### config.mk
export PLATFORM = sky130hd
export DESIGN_NAME = board_cache_sync
export DESIGN_NICKNAME = d
export VERILOG_FILES = /design/src/rtl/board_cache_sync.sv
export SDC_FILE = /design/constraint.sdc
export NUM_CORES = 1
export LEC_CHECK = 0
export CELL_PAD_IN_SITES_DETAIL_PLACEMENT = 1
export CELL_PAD_IN_SITES_GLOBAL_PLACEMENT = 1
export CORE_MARGIN = 2
export CORE_UTILIZATION = 54
export CTS_CLUSTER_SIZE = 8
export DETAILED_ROUTE_END_ITERATION = 16
export MAX_ROUTING_LAYER = met4
export PLACE_DENSITY_LB_ADDON = 0.3
export SLEW_MARGIN = 5
export SYNTH_ARGS = -nofsm -noshare
export SYNTH_HDL_FRONTEND = slang
export SYNTH_SLANG_ARGS = --single-unit
### constraint.sdc
create_clock -name clk -period 4.5 [get_ports clk]
set_input_delay 0.9 -clock clk [delete_from_list [all_inputs] [get_ports clk]]
set_output_delay 0.9 -clock clk [all_outputs]
set_load 0.05 [all_outputs]
### src/rtl/board_cache_sync.sv
// board_cache_sync: requester-side client of the SPI FRAM controller port.
// Sweeps all board cells from FRAM into a local shadow array on a start pulse and
// performs single-cell write-through updates (shadow + FRAM) for the game logic.
// rd_data is a combinational lookup into the shadow and never touches SPI.
// Optional feature macro: BOARD_CACHE_SYNC_TIMEOUT_EN (S_REQ timeout with abort and err).
module board_cache_sync #(
   parameter int ADDR_W         = 6,
   parameter int DATA_W         = 2,
   parameter int NUM_CELLS      = 64,
   parameter int TIMEOUT_CYCLES = 1024
) (
   input  logic              clk,
   input  logic              rst_n,
   input  logic              start,
   input  logic              wr_req,
   input  logic [ADDR_W-1:0] wr_addr,
   input  logic [DATA_W-1:0] wr_data,
   output logic              wr_ack,
   output logic              busy,
   output logic              done,
   output logic              err,
   input  logic [ADDR_W-1:0] rd_addr,
   output logic [DATA_W-1:0] rd_data,
   output logic              mem_req,
   input  logic              mem_grant,
   output logic              mem_we,
   output logic [ADDR_W-1:0] mem_addr,
   output logic [DATA_W-1:0] mem_wr_data,
   input  logic [DATA_W-1:0] mem_rd_data,
   input  logic              mem_valid
);

   localparam int DEPTH = 1 << ADDR_W;
   localparam int CNT_W = ADDR_W + 1;
   localparam logic [CNT_W-1:0] LAST_CELL = CNT_W'(NUM_CELLS - 1);

   // Elaboration-time sanity check of the configuration.
   if (NUM_CELLS < 1 || NUM_CELLS > DEPTH || TIMEOUT_CYCLES < 1) begin : gen_bad_cfg
      $error("board_cache_sync: invalid NUM_CELLS or TIMEOUT_CYCLES");
   end

   typedef enum logic [1:0] {
      S_IDLE    = 2'd0,
      S_REQ     = 2'd1,
      S_RELEASE = 2'd2
   } state_t;

   state_t            state_q;
   logic              op_write_q;   // 1 = single-cell write, 0 = sweep
   logic              pend_q;       // start seen while busy or alongside wr_req
   logic [CNT_W-1:0]  cnt_q;        // sweep cell counter, never wraps
   logic              mem_req_q;
   logic              mem_we_q;
   logic [ADDR_W-1:0] mem_addr_q;
   logic [DATA_W-1:0] mem_wr_data_q;
   logic              done_q;
   logic              wr_ack_q;

   logic [DATA_W-1:0] shadow_q [DEPTH];
   logic              shadow_we_d;
   logic [DATA_W-1:0] shadow_wdata_d;

`ifdef BOARD_CACHE_SYNC_TIMEOUT_EN
   localparam int TMO_W = $clog2(TIMEOUT_CYCLES + 1);
   logic [TMO_W-1:0] tmo_q;     // cycles spent in the current S_REQ
   logic             abort_q;   // current transaction ended by timeout
   logic             err_q;
`endif

   // Shadow update strobe: completion handshake of the transaction in flight.
   always_comb begin
      shadow_we_d    = (state_q == S_REQ) && mem_grant && mem_valid;
      shadow_wdata_d = op_write_q ? mem_wr_data_q : mem_rd_data;
   end

   // Shadow array: cleared by reset, written on each completed transaction.
   always_ff @(posedge clk or negedge rst_n) begin
      if (!rst_n) begin
         for (int i = 0; i < DEPTH; i++) begin
            shadow_q[i] <= '0;
         end
      end else if (shadow_we_d) begin
         shadow_q[mem_addr_q] <= shadow_wdata_d;
      end
   end

   // Main sequencer: arbitration between write and sweep, port handshake, pulses.
   always_ff @(posedge clk or negedge rst_n) begin
      if (!rst_n) begin
         state_q       <= S_IDLE;
         op_write_q    <= 1'b0;
         pend_q        <= 1'b0;
         cnt_q         <= '0;
         mem_req_q     <= 1'b0;
         mem_we_q      <= 1'b0;
         mem_addr_q    <= '0;
         mem_wr_data_q <= '0;
         done_q        <= 1'b0;
         wr_ack_q      <= 1'b0;
`ifdef BOARD_CACHE_SYNC_TIMEOUT_EN
         tmo_q         <= '0;
         abort_q       <= 1'b0;
         err_q         <= 1'b0;
`endif
      end else begin
         done_q   <= 1'b0;
         wr_ack_q <= 1'b0;

         // A start arriving mid-operation is remembered and served from S_IDLE.
         if (start && (state_q != S_IDLE)) begin
            pend_q <= 1'b1;
         end

         case (state_q)
            S_IDLE: begin
               if (wr_req) begin
                  op_write_q    <= 1'b1;
                  mem_we_q      <= 1'b1;
                  mem_addr_q    <= wr_addr;
                  mem_wr_data_q <= wr_data;
                  mem_req_q     <= 1'b1;
                  state_q       <= S_REQ;
                  if (start) begin
                     pend_q <= 1'b1;
                  end
`ifdef BOARD_CACHE_SYNC_TIMEOUT_EN
                  tmo_q   <= '0;
                  abort_q <= 1'b0;
`endif
               end else if (start || pend_q) begin
                  op_write_q <= 1'b0;
                  mem_we_q   <= 1'b0;
                  cnt_q      <= '0;
                  mem_addr_q <= '0;
                  mem_req_q  <= 1'b1;
                  pend_q     <= 1'b0;
                  state_q    <= S_REQ;
`ifdef BOARD_CACHE_SYNC_TIMEOUT_EN
                  tmo_q   <= '0;
                  abort_q <= 1'b0;
                  err_q   <= 1'b0;
`endif
               end
            end

            S_REQ: begin
               if (mem_grant && mem_valid) begin
                  mem_req_q <= 1'b0;
                  state_q   <= S_RELEASE;
`ifdef BOARD_CACHE_SYNC_TIMEOUT_EN
               end else if (tmo_q == TMO_W'(TIMEOUT_CYCLES - 1)) begin
                  mem_req_q <= 1'b0;
                  abort_q   <= 1'b1;
                  err_q     <= 1'b1;
                  state_q   <= S_RELEASE;
               end else begin
                  tmo_q <= tmo_q + 1'b1;
`endif
               end
            end

            S_RELEASE: begin
               // Controller must drop valid before the next request is raised.
               if (!mem_valid) begin
                  if (op_write_q) begin
                     wr_ack_q <= 1'b1;
                     mem_we_q <= 1'b0;
                     state_q  <= S_IDLE;
`ifdef BOARD_CACHE_SYNC_TIMEOUT_EN
                  end else if (abort_q || (cnt_q == LAST_CELL)) begin
`else
                  end else if (cnt_q == LAST_CELL) begin
`endif
                     done_q  <= 1'b1;
                     state_q <= S_IDLE;
                  end else begin
                     cnt_q      <= cnt_q + 1'b1;
                     mem_addr_q <= cnt_q[ADDR_W-1:0] + 1'b1;
                     mem_req_q  <= 1'b1;
                     state_q    <= S_REQ;
`ifdef BOARD_CACHE_SYNC_TIMEOUT_EN
                     tmo_q <= '0;
`endif
                  end
               end
            end

            default: begin
               state_q   <= S_IDLE;
               mem_req_q <= 1'b0;
            end
         endcase
      end
   end

   assign busy        = (state_q != S_IDLE);
   assign done        = done_q;
   assign wr_ack      = wr_ack_q;
   assign mem_req     = mem_req_q;
   assign mem_we      = mem_we_q;
   assign mem_addr    = mem_addr_q;
   assign mem_wr_data = mem_wr_data_q;
   assign rd_data     = shadow_q[rd_addr];
`ifdef BOARD_CACHE_SYNC_TIMEOUT_EN
   assign err         = err_q;
`else
   assign err         = 1'b0;
`endif

endmodule

==> impl_metrics.py <==
metrics = {
    "status": {
        "status": "finished, final reports clean",
    },
    "finish": {
        "nets": 627,
        "final_area_um2": 8670,
        "finalNonFillerCells": 797,
        "drive_gt1_share_pct": 38.2,
        "syn_to_final_growth_pct": 14.0,
        "final_util_pct": 62.7,
        "num_antenna_cells": 0,
    },
    "global_route": {
        "met2_usage_pct": 50.6,
        "grt_first_pass_wirelength_mm": 32.0,
        "grt-ovfl-total": 0,
        "antenna_found_initial": 0,
        "grt_pass1_vias": 5706,
        "met1_usage_pct": 34.9,
        "grt_max_degree": 119,
        "grt_use_total_pct": 29.8,
        "grt_busiest_layer": "met2",
        "grtUsageMet3_pct": 4.93,
    },
    "clock_tree": {
        "cts-resized-gates": 0,
        "clk_path_buf_depth": 2,
        "clkLatencyLatePin_ns": 0.43,
        "clock_sinks": 151,
        "cts_buffers": 17,
        "post-cts-setup-buffers": 0,
        "cts_tree": "done",
        "postCtsHoldBufs": 0,
        "root_buffer": "clkbuf_16",
        "clkTransAtPathRegs_ns": 0.06,
        "htree_levels": 4,
    },
    "routing": {
        "routed_via_density": 6.40,
        "antenna_left": 0,
        "via_count": 5104,
        "post_drt_wl_per_cell_um": 25.2,
        "drt_drc_violations_left": 0,
        "totalWireLength_mm": 20.1,
        "first_pass_iters": 5,
        "drt_iter0_markers": 414,
    },
    "synthesis": {
        "synthDistinctLibCells": 59,
        "ys_warn_count": 0,
        "yosysTopAreaCell": "dfrtp_1",
        "syn_area_um2": 7600,
        "yosys_register_bits": 151,
        "synth_top_area_share_pct": 49.7,
        "synth-async-reset-ratio_pct": 100,
        "synth_area_leaders": "dfrtp_1, mux2_2, mux4_2",
        "synth_edf_count": 0,
        "ys_seq_area_share_pct": 49.7,
        "synthCells": 578,
        "syn_nets": 601,
        "synth.avg_cell_area_um2": 13.2,
        "synth_top_flop_cell": "dfrtp_1",
    },
    "placed_design": {
        "place_congestion": 0.803,
        "place_inst": 765,
        "io_buffers": 36,
        "dpl_cell_area_um2": 8080,
        "hpwlAfterDp_mm": 13.2,
    },
    "die": {
        "rows": 43,
        "pin_count": 38,
        "start_util_pct": 55.0,
        "die_area_um2": 15000,
        "die_h_um": 123,
        "dieWidth_um": 123,
        "core_um2": 13800,
    },
    "power_and_ir_drop": {
        "power_mw": 4.69,
        "ir_worst_vdd_mv": 0.716,
        "leakagePower_nw": 3.89,
        "power_density_nw_per_um2": 541,
    },
    "timing": {
        "hold_viol": 0,
        "worst_slew_pin_slew_ns": 1.23,
        "max_freq_mhz": 236,
        "period_minus_slack_ns": 4.24,
        "setup_viol": 0,
        "skew_ns": 0.00827,
        "rsz0062_at_grt": "false",
        "slew_violations": 0,
        "finalCritPeriodShare_pct": 94.2,
        "maxSlewHeadroom_pct": 17.8,
        "finalSetupTns_ns": 0,
    },
    "setup_path": {
        "critPathLaunchType": "input port",
        "crit_type": "in2out",
        "crit_arrival_ns": 3.34,
        "crit_required_ns": 3.60,
        "crit_fanout": 16,
        "end_kind": "primary output",
    },
    "run": {
        "cap_violations": 0,
    },
    "hold_path": {
        "holdCritPathClass": "reg2reg",
    },
}
power breakdown:
group / total [mW] / internal (mW) / switching (mW)
registers: 1.92 / 1.63 / 0.295
clock network: 1.42 / 0.835 / 0.588
logic: 1.34 / 0.531 / 0.809
final cells by class:
cell class / instances / area (um^2)
Timing Repair Buffer: 46 / 439
Multi-Input combinational cell: 380 / 3610
Fill cell: 1355 / 5160
Sequential cell: 151 / 3780
Clock inverter: 14 / 148
Tap cell: 180 / 225
Inverter: 8 / 30.0
Clock buffer: 18 / 439
layer usage:
metal  vias up  wire length (um)
met1      2720              7920
li1       2180                 -
met2       158             10600
met3        46               842
met5         -                 0
met4         0               754
cells in the final DEF (no fill, tap or decap), types with 5 or more instances in the layout:
cell	n
nand2b_1	5
a21oi_1	6
nor2_2	8
o21ai_0	8
nand3_1	10
clkdlybuf4s50_1	32
clkbuf_16	17
dfrtp_1	151
mux4_2	30
inv_1	7
mux2_2	135
nor2_1	28
nand2_1	43
mux2i_1	8
or3_1	5
buf_4	11
nor2_4	8
a22oi_1	6
nor2b_1	10
nor3_1	7
worst max-delay path, cell delays in order:
cell,delay [ns]
clkdlybuf4s50_1,0.82
buf_4,0.37
mux4_2,0.35
a22oi_1,0.20
nand4b_1,0.18
a32o_1,0.32
buf_4,0.20
stage by stage:
step | hold WS, ns | setup WS [ns]
final | 0.501 | 0.259
after global routing | 0.514 | 0.175
after CTS | 0.501 | 0.281
after detailed placement | 0.480 | 0.296
after global placement | 0.467 | 0.390
after floorplan | 0.453 | 1.14
sequential cells by signal (all words and copies together) (netlist names):
name and cells:
mem_addr 6, shadow_q 128, done 1, mem_wr_data 2, cnt_q 7, pend_q 1
state_q 2, op_write_q 1, mem_we 1, wr_ack 1, mem_req 1
cells by family after synthesis:
family / share of synthesized area, %
multiplexers: 30.5
adder cells (fa/ha/maj): 0.165
XOR/XNOR: 0.230
flip-flops: 49.7
buffers and inverters: 2.88
AND/OR/NAND/NOR: 11.7
AO/OA/AOI/OAI: 4.71
other: 0.0493
cells in the mapped netlist, types with 3 or more instances:
cell / count
dfrtp_1: 151
mux2_2: 135
nand2_1: 43
mux4_2: 30
nor2_1: 28
clkbuf_1: 21
buf_2: 10
nand3_1: 10
nor2b_1: 10
mux2i_1: 8
nor2_2: 8
nor2_4: 8
o21ai_0: 8
inv_1: 7
nor3_1: 7
a21oi_1: 6
a22oi_1: 6
nand2b_1: 5
or3_1: 5
and3_1: 4
buf_4: 4
mux2_1: 4
o22ai_1: 4
or4b_1: 4
a211oi_1: 3
and4b_1: 3
nand4b_1: 3
worst paths after layout:
check | depth (start not counted) | to | slack, ns | from
worst max-delay path | 7 | rd_data[1] | 0.26 | rd_addr[1]
max in group asynchronous | 2 | state_q[0] | 2.95 | rst_n
worst min-delay path | 1 | shadow_q[124] | 0.50 | shadow_q[124]
worst max register to register | 4 | shadow_q[45] | 1.70 | state_q[0]
worst min register to register | 1 | shadow_q[124] | 0.50 | shadow_q[124]
min in group asynchronous | 1 | shadow_q[46] | 0.66 | rst_n
No activity file was read; power rests on OpenSTA's default activity.
